## config.mk

```make
export PLATFORM = sky130hd
export DESIGN_NAME = i8080_rx_ctrl
export DESIGN_NICKNAME = d
export VERILOG_FILES = /design/src/rtl/i8080_pkg.sv /design/src/rtl/i8080_sync.sv /design/src/rtl/i8080_rx_ctrl.sv
export SDC_FILE = /design/constraint.sdc
export NUM_CORES = 1
export LEC_CHECK = 0
export ABC_AREA = 1
export CAP_MARGIN = 0
export CORE_UTILIZATION = 40
export CTS_CLUSTER_SIZE = 20
export DETAILED_ROUTE_END_ITERATION = 16
export GPL_TIMING_DRIVEN = 0
export HOLD_SLACK_MARGIN = 0.1
export PLACE_DENSITY = 0.67
export SLEW_MARGIN = 0
export SYNTH_ARGS = -nofsm -noshare
export SYNTH_HDL_FRONTEND = slang
export SYNTH_SLANG_ARGS = --single-unit
```

## constraint.sdc

```tcl
create_clock -name CLK -period 7.6 [get_ports CLK]
set_input_delay 1.52 -clock CLK [delete_from_list [all_inputs] [get_ports CLK]]
set_output_delay 1.52 -clock CLK [all_outputs]
set_load 0.05 [all_outputs]
```

## src/rtl/i8080_pkg.sv

```systemverilog
// Shared definitions for the i8080 receive front end: command codes and control states.
package i8080_pkg;

  localparam logic [7:0] CMD_CASET   = 8'h2A;
  localparam logic [7:0] CMD_PASET   = 8'h2B;
  localparam logic [7:0] CMD_RAMWR   = 8'h2C;
  localparam logic [7:0] CMD_RAMWRC  = 8'h3C;
  localparam logic [7:0] CMD_BL      = 8'h51;
  localparam logic [7:0] CMD_DISPON  = 8'h29;
  localparam logic [7:0] CMD_DISPOFF = 8'h28;
  localparam logic [7:0] CMD_SWRST   = 8'h01;

  typedef enum logic [1:0] {
    IDLE   = 2'd0,
    PARAM  = 2'd1,
    MEMWR  = 2'd2,
    IGNORE = 2'd3
  } state_t;

  // Index of the final parameter byte for a command that takes parameters.
  function automatic logic [1:0] param_last(input logic [7:0] cmd);
    return (cmd == CMD_BL) ? 2'd0 : 2'd3;
  endfunction

endpackage

```

## src/rtl/i8080_sync.sv

```systemverilog
// Brings the asynchronous i8080 write bus into the CLK domain and flags each WR rising edge
// seen while chip select is low. Outputs are registered.
module i8080_sync #(
  parameter int SYNC_STAGES = 2
) (
  input  logic       clk_i,
  input  logic       rst_i,
  input  logic       cs_n_i,
  input  logic       rs_i,
  input  logic       wr_n_i,
  input  logic [7:0] d_i,
  output logic       wr_evt_o,
  output logic       rs_o,
  output logic [7:0] d_o
);

  // Bus word layout: [10] CS_n, [9] RS, [8] WR_n, [7:0] D; reset to an idle, deselected bus.
  localparam logic [10:0] BUS_IDLE = 11'b101_0000_0000;

  logic [10:0] pipe_q [SYNC_STAGES];
  logic [10:0] bus_s;
  logic        wr_prev_q;

  assign bus_s = pipe_q[SYNC_STAGES-1];

  always_ff @(posedge clk_i or posedge rst_i) begin
    if (rst_i) begin
      for (int i = 0; i < SYNC_STAGES; i++) pipe_q[i] <= BUS_IDLE;
      wr_prev_q <= 1'b1;
      wr_evt_o  <= 1'b0;
      rs_o      <= 1'b0;
      d_o       <= 8'h00;
    end else begin
      pipe_q[0] <= {cs_n_i, rs_i, wr_n_i, d_i};
      for (int i = 1; i < SYNC_STAGES; i++) pipe_q[i] <= pipe_q[i-1];
      wr_prev_q <= bus_s[8];
      wr_evt_o  <= bus_s[8] & ~wr_prev_q & ~bus_s[10];
      rs_o      <= bus_s[9];
      d_o       <= bus_s[7:0];
    end
  end

endmodule

```

## src/rtl/i8080_rx_ctrl.sv

```systemverilog
// i8080 write-bus front end: decodes the DCS command subset, holds window/backlight/display
// state and streams memory-write bytes to the display FIFO with frame start/done pulses.
module i8080_rx_ctrl
  import i8080_pkg::*;
#(
  parameter int SYNC_STAGES   = 2,
  parameter int H_RES         = 800,
  parameter int V_RES         = 480,
  parameter int BYTES_PER_PIX = 2
) (
  input  logic        CLK,
  input  logic        RST,
  input  logic        i8080_CS,
  input  logic        i8080_RS,
  input  logic        i8080_WR,
  input  logic [7:0]  i8080_D,
  output logic        i8080_RD,
  input  logic        FIFO_FULL,
  output logic        FIFO_WE,
  output logic [7:0]  FIFO_DI,
  output logic        FrameCtrl,
  output logic        FRAME_DONE,
  output logic [15:0] COL_START,
  output logic [15:0] COL_END,
  output logic [15:0] ROW_START,
  output logic [15:0] ROW_END,
  output logic [7:0]  BL_LEVEL,
  output logic        DISP_ON,
  output logic        OVERFLOW,
  output state_t      dbg_state_o
);

  localparam int          TOTAL       = H_RES * V_RES * BYTES_PER_PIX;
  localparam int          CW          = $clog2(TOTAL);
  localparam logic [CW-1:0] LAST_BYTE = CW'(TOTAL - 1);
  localparam logic [15:0] COL_END_RST = 16'(H_RES - 1);
  localparam logic [15:0] ROW_END_RST = 16'(V_RES - 1);

  logic       wr_evt;
  logic       rs_s;
  logic [7:0] d_s;

  i8080_sync #(.SYNC_STAGES(SYNC_STAGES)) u_sync (
    .clk_i    (CLK),
    .rst_i    (RST),
    .cs_n_i   (i8080_CS),
    .rs_i     (i8080_RS),
    .wr_n_i   (i8080_WR),
    .d_i      (i8080_D),
    .wr_evt_o (wr_evt),
    .rs_o     (rs_s),
    .d_o      (d_s)
  );

  state_t        state_q;
  logic [CW-1:0] cnt_q;
  logic [7:0]    pcmd_q;
  logic [1:0]    pidx_q;
  logic [23:0]   pbuf_q;
  logic [15:0]   col_start_q, col_end_q, row_start_q, row_end_q;
  logic [7:0]    bl_q, fifo_di_q;
  logic          disp_q, ovf_q, fifo_we_q, frame_ctrl_q, frame_done_q;

  always_ff @(posedge CLK or posedge RST) begin
    if (RST) begin
      state_q      <= IDLE;
      cnt_q        <= '0;
      pcmd_q       <= 8'h00;
      pidx_q       <= 2'd0;
      pbuf_q       <= 24'h0;
      col_start_q  <= 16'h0;
      col_end_q    <= COL_END_RST;
      row_start_q  <= 16'h0;
      row_end_q    <= ROW_END_RST;
      bl_q         <= 8'hFF;
      disp_q       <= 1'b0;
      ovf_q        <= 1'b0;
      fifo_we_q    <= 1'b0;
      fifo_di_q    <= 8'h00;
      frame_ctrl_q <= 1'b0;
      frame_done_q <= 1'b0;
    end else begin
      fifo_we_q    <= 1'b0;
      frame_ctrl_q <= 1'b0;
      frame_done_q <= 1'b0;
      if (wr_evt && !rs_s) begin
        // A command always abandons whatever was in progress before it is decoded.
        state_q <= IDLE;
        pidx_q  <= 2'd0;
        pcmd_q  <= d_s;
        case (d_s)
          CMD_CASET, CMD_PASET, CMD_BL: state_q <= PARAM;
          CMD_DISPON:  disp_q <= 1'b1;
          CMD_DISPOFF: disp_q <= 1'b0;
          CMD_RAMWR: begin
            state_q      <= MEMWR;
            cnt_q        <= '0;
            frame_ctrl_q <= 1'b1;
            ovf_q        <= 1'b0;
          end
          CMD_RAMWRC: state_q <= MEMWR;
          CMD_SWRST: begin
            cnt_q       <= '0;
            pbuf_q      <= 24'h0;
            col_start_q <= 16'h0;
            col_end_q   <= COL_END_RST;
            row_start_q <= 16'h0;
            row_end_q   <= ROW_END_RST;
            bl_q        <= 8'hFF;
            disp_q      <= 1'b0;
            ovf_q       <= 1'b0;
            fifo_di_q   <= 8'h00;
          end
          default: state_q <= IGNORE;
        endcase
      end else if (wr_evt) begin
        case (state_q)
          PARAM: begin
            if (pidx_q == param_last(pcmd_q)) begin
              // Window pairs commit together on the final byte only.
              case (pcmd_q)
                CMD_CASET: begin
                  col_start_q <= pbuf_q[23:8];
                  col_end_q   <= {pbuf_q[7:0], d_s};
                end
                CMD_PASET: begin
                  row_start_q <= pbuf_q[23:8];
                  row_end_q   <= {pbuf_q[7:0], d_s};
                end
                default: bl_q <= d_s;
              endcase
              state_q <= IDLE;
            end else begin
              pbuf_q <= {pbuf_q[15:0], d_s};
              pidx_q <= pidx_q + 2'd1;
            end
          end
          MEMWR: begin
            if (FIFO_FULL) begin
              ovf_q <= 1'b1;
            end else begin
              fifo_we_q <= 1'b1;
              fifo_di_q <= d_s;
            end
            // Dropped bytes still advance the counter so the frame stays aligned.
            if (cnt_q == LAST_BYTE) begin
              cnt_q        <= '0;
              frame_done_q <= 1'b1;
              state_q      <= IDLE;
            end else begin
              cnt_q <= cnt_q + 1'b1;
            end
          end
          default: ;
        endcase
      end
    end
  end

  assign i8080_RD    = 1'b1;
  assign FIFO_WE     = fifo_we_q;
  assign FIFO_DI     = fifo_di_q;
  assign FrameCtrl   = frame_ctrl_q;
  assign FRAME_DONE  = frame_done_q;
  assign COL_START   = col_start_q;
  assign COL_END     = col_end_q;
  assign ROW_START   = row_start_q;
  assign ROW_END     = row_end_q;
  assign BL_LEVEL    = bl_q;
  assign DISP_ON     = disp_q;
  assign OVERFLOW    = ovf_q;
  assign dbg_state_o = state_q;

endmodule

```

==> impl_metrics.tcl <==
set metrics [dict create \
    holdPathStages 0 \
    rows 48 \
    slowest_delay_ns 0.81 \
    vias 5697 \
    min_path_type "flip-flop to flip-flop" \
    final_hold_viol_count 0 \
    yosys_warnings 0 \
    fin_worst_skew_ns 0.00891 \
    dp.cells 1109 \
    synth_area_um2 7260 \
    worst_ep_required_time_ns 6.08 \
    insertion_delay_ns 0.43 \
    dp_hpwl_um 12100 \
    die_w_um 137 \
    antenna_found_initial 0 \
    status "finished, final reports clean" \
    cp_slowest_cell "clkdlybuf4s50_1" \
    grt_util_met1_pct 28.2 \
    holdPathEnd "u_sync.bus_s[7]$_DFF_PP0_" \
    die-area_um2 18700 \
    path_clk_slew_ns 0.07 \
    r2r_setup_slack_ns 5.41 \
    synth-seq-area-share_pct 60.5 \
    r2r_end "cnt_q[13]$_DFFE_PP0P_" \
    final_nets 918 \
    grt_use_met3_pct 4.22 \
    crit_type "flip-flop to output port" \
    grt_pass1_wl_um 28500 \
    fin_cells 1141 \
    avgSynthCellArea_um2 9.27 \
    globalplace.congestion 0.848 \
    setup_viol 0 \
    cts.sinks 174 \
    tritoncts "done" \
    yosys.cell_types.count 38 \
    grt_pass1_vias 5550 \
    path_buf_inv 1 \
    drive_gt1_share_pct 13.9 \
    finalWirelength_um 17300 \
    cap_violations 0 \
    peakVddDrop_v 0.000194 \
    ys.flop_type "dfrtp_1" \
    syn_inst 783 \
    power_w 0.00286 \
    crit_fanout 2 \
    layout_common_cells "nand2_1, dfrtp_1, clkdlybuf4s50_1, inv_1, nor2_1" \
    io_buffers 100 \
    r2r-start "cnt_q[0]$_DFFE_PP0P_" \
    synthArstFlopShare_pct 100 \
    max_freq_mhz 302 \
    core_region_area_um2 17500 \
    min_from "u_sync.pipe_q[18]$_DFF_PP0_" \
    post-cts-setup-buffers 0 \
    cp.arrival_ns 1.79 \
    holdWs_ns 0.348 \
    critical_path.top_delay_family "buffers and inverters" \
    relSlewSlack_pct 48.4 \
    rsz0062_at_grt "no" \
    clock_path_buffers 2 \
    busiest_layer "met2" \
    ctsResizeCount 0 \
    layout_commonest_cell "nand2_1" \
    wire_per_inst_um 15.1 \
    p_per_area_nw_per_um2 312 \
    via_per_inst 4.99 \
    syn_nets 798 \
    leakage_nw 4.14 \
    grt_usage_pct 20.1 \
    ys_ff_latch 174 \
    start_util_pct 41.4 \
    finalMaxSlewViolations 0 \
    gr-total-overflow 0 \
    crit_chain "clkdlybuf4s50_1" \
    cts_htree_levels 4 \
    startpoint_type "flip-flop" \
    postCtsHoldBufs 0 \
    clockRootBuffer "clkbuf_16" \
    fin_crit_ns 3.31 \
    crit_cells 1 \
    cts_buffers 17 \
    ant_nets 0 \
    worst_slew_pin_slew_ns 0.767 \
    ios 102 \
    drt_iter0_markers 354 \
    reg2reg_depth 11 \
    post-route-period-util_pct 43.5 \
    grt_max_degree 92 \
    worstSetupEndpointType "output port" \
    dr.pass1.iters 5 \
    diodes 0 \
    dieHeight_um 137 \
    syn_to_final_growth_pct 26.2 \
    met2_usage_pct 30.7 \
    synth-edff-count 0 \
    drc 0 \
]
layout make-up:
cell class,instances,area (µm²)
fillers,1661,8380
repair buffers,101,1030
flip-flops and latches,174,4390
multi-input cells,514,2440
clock buffers,18,429
clock inverters,14,153
plain buffers,30,179
inverters,65,254
well taps,225,282
state kept, by name, indices dropped and copies added (netlist names), 2 cells and up:
name / flops
FIFO_DI: 8
dbg_state_o: 2
BL_LEVEL: 8
u_sync.bus_s: 11
u_sync.d_o: 8
u_sync.pipe_q: 11
pcmd_q: 8
pidx_q: 2
cnt_q: 20
COL_START: 16
pbuf_q: 24
COL_END: 16
ROW_END: 16
ROW_START: 16
power by group:
part           internal (W)  switching (W)  total, W  leakage, nW
combinational      0.000247       0.000539  0.000786         1.65
sequential          0.00111       0.000105   0.00121         2.22
clock              0.000465       0.000394  0.000858        0.274
cell families (layout without fill, tap and decap cells):
logic type                 count (synthesis)  in the layout  share of synthesized area, %
DFF                                      174            174                          60.5
adders and majority gates                  1              1                         0.172
AOI/OAI and AO/OA                        125            125                          10.6
and+or+nand+nor                          381            381                          22.1
xor gates and xnor gates                   6              6                         0.724
buffers and inverters                     95            228                          5.86
other                                      1              1                        0.0517
through the flow:
| step | util, % | TNS, ns | worst slack (ns) | instance area [µm²] |
|---|---|---|---|---|
| 2_1_floorplan | - | 0 | 1.41 | 7260 |
| 3_3_place_gp | 48.7 | -128.48 | -0.888 | 8540 |
| 3_5_place_dp | 48.9 | 0 | 4.65 | 8580 |
| 4_1_cts | 52.2 | 0 | 4.27 | 9160 |
| 5_1_grt | 52.2 | 0 | 4.25 | 9160 |
| 6_report | 52.2 | 0 | 4.29 | 9160 |
metal layers:
metal	part of all wire (%)	wire length [µm]
met2	45	7790
met1	48	8200
met3	5.5	950
met4	1.8	306
met5	0	0
Yosys cell counts, types with 2 or more instances:
cell / count / area [µm²]
nand3_1: 40 / 200
a21oi_1: 4 / 20.0
clkbuf_1: 7 / 26.3
o21ai_0: 47 / 235
inv_1: 61 / 229
inv_2: 2 / 7.51
nand2_1: 245 / 920
xor2_1: 6 / 52.6
nand2_2: 2 / 12.5
o21ai_1: 36 / 180
nor3_1: 8 / 40.0
nand4_1: 20 / 125
dfstp_2: 28 / 736
or2_2: 2 / 12.5
dfrtp_1: 146 / 3650
nor2_1: 57 / 214
nand3_2: 2 / 20.0
buf_1: 2 / 7.51
buf_2: 13 / 65.1
o21ai_2: 32 / 280
buf_6: 6 / 67.6
worst max-delay path by stage:
stage                                      start                       to
after floorplan                              RST  COL_END[10]$_DFFE_PP0P_
after global placement                       RST  ROW_END[15]$_DFFE_PP0P_
after detailed placement               FIFO_FULL   FIFO_DI[6]$_DFFE_PP0P_
after CTS                 ROW_END[7]$_DFFE_PP1P_               ROW_END[7]
after global routing      COL_END[4]$_DFFE_PP1P_               COL_END[4]
final                     COL_END[9]$_DFFE_PP1P_               COL_END[9]
No activity file was read; power rests on OpenSTA's default activity.
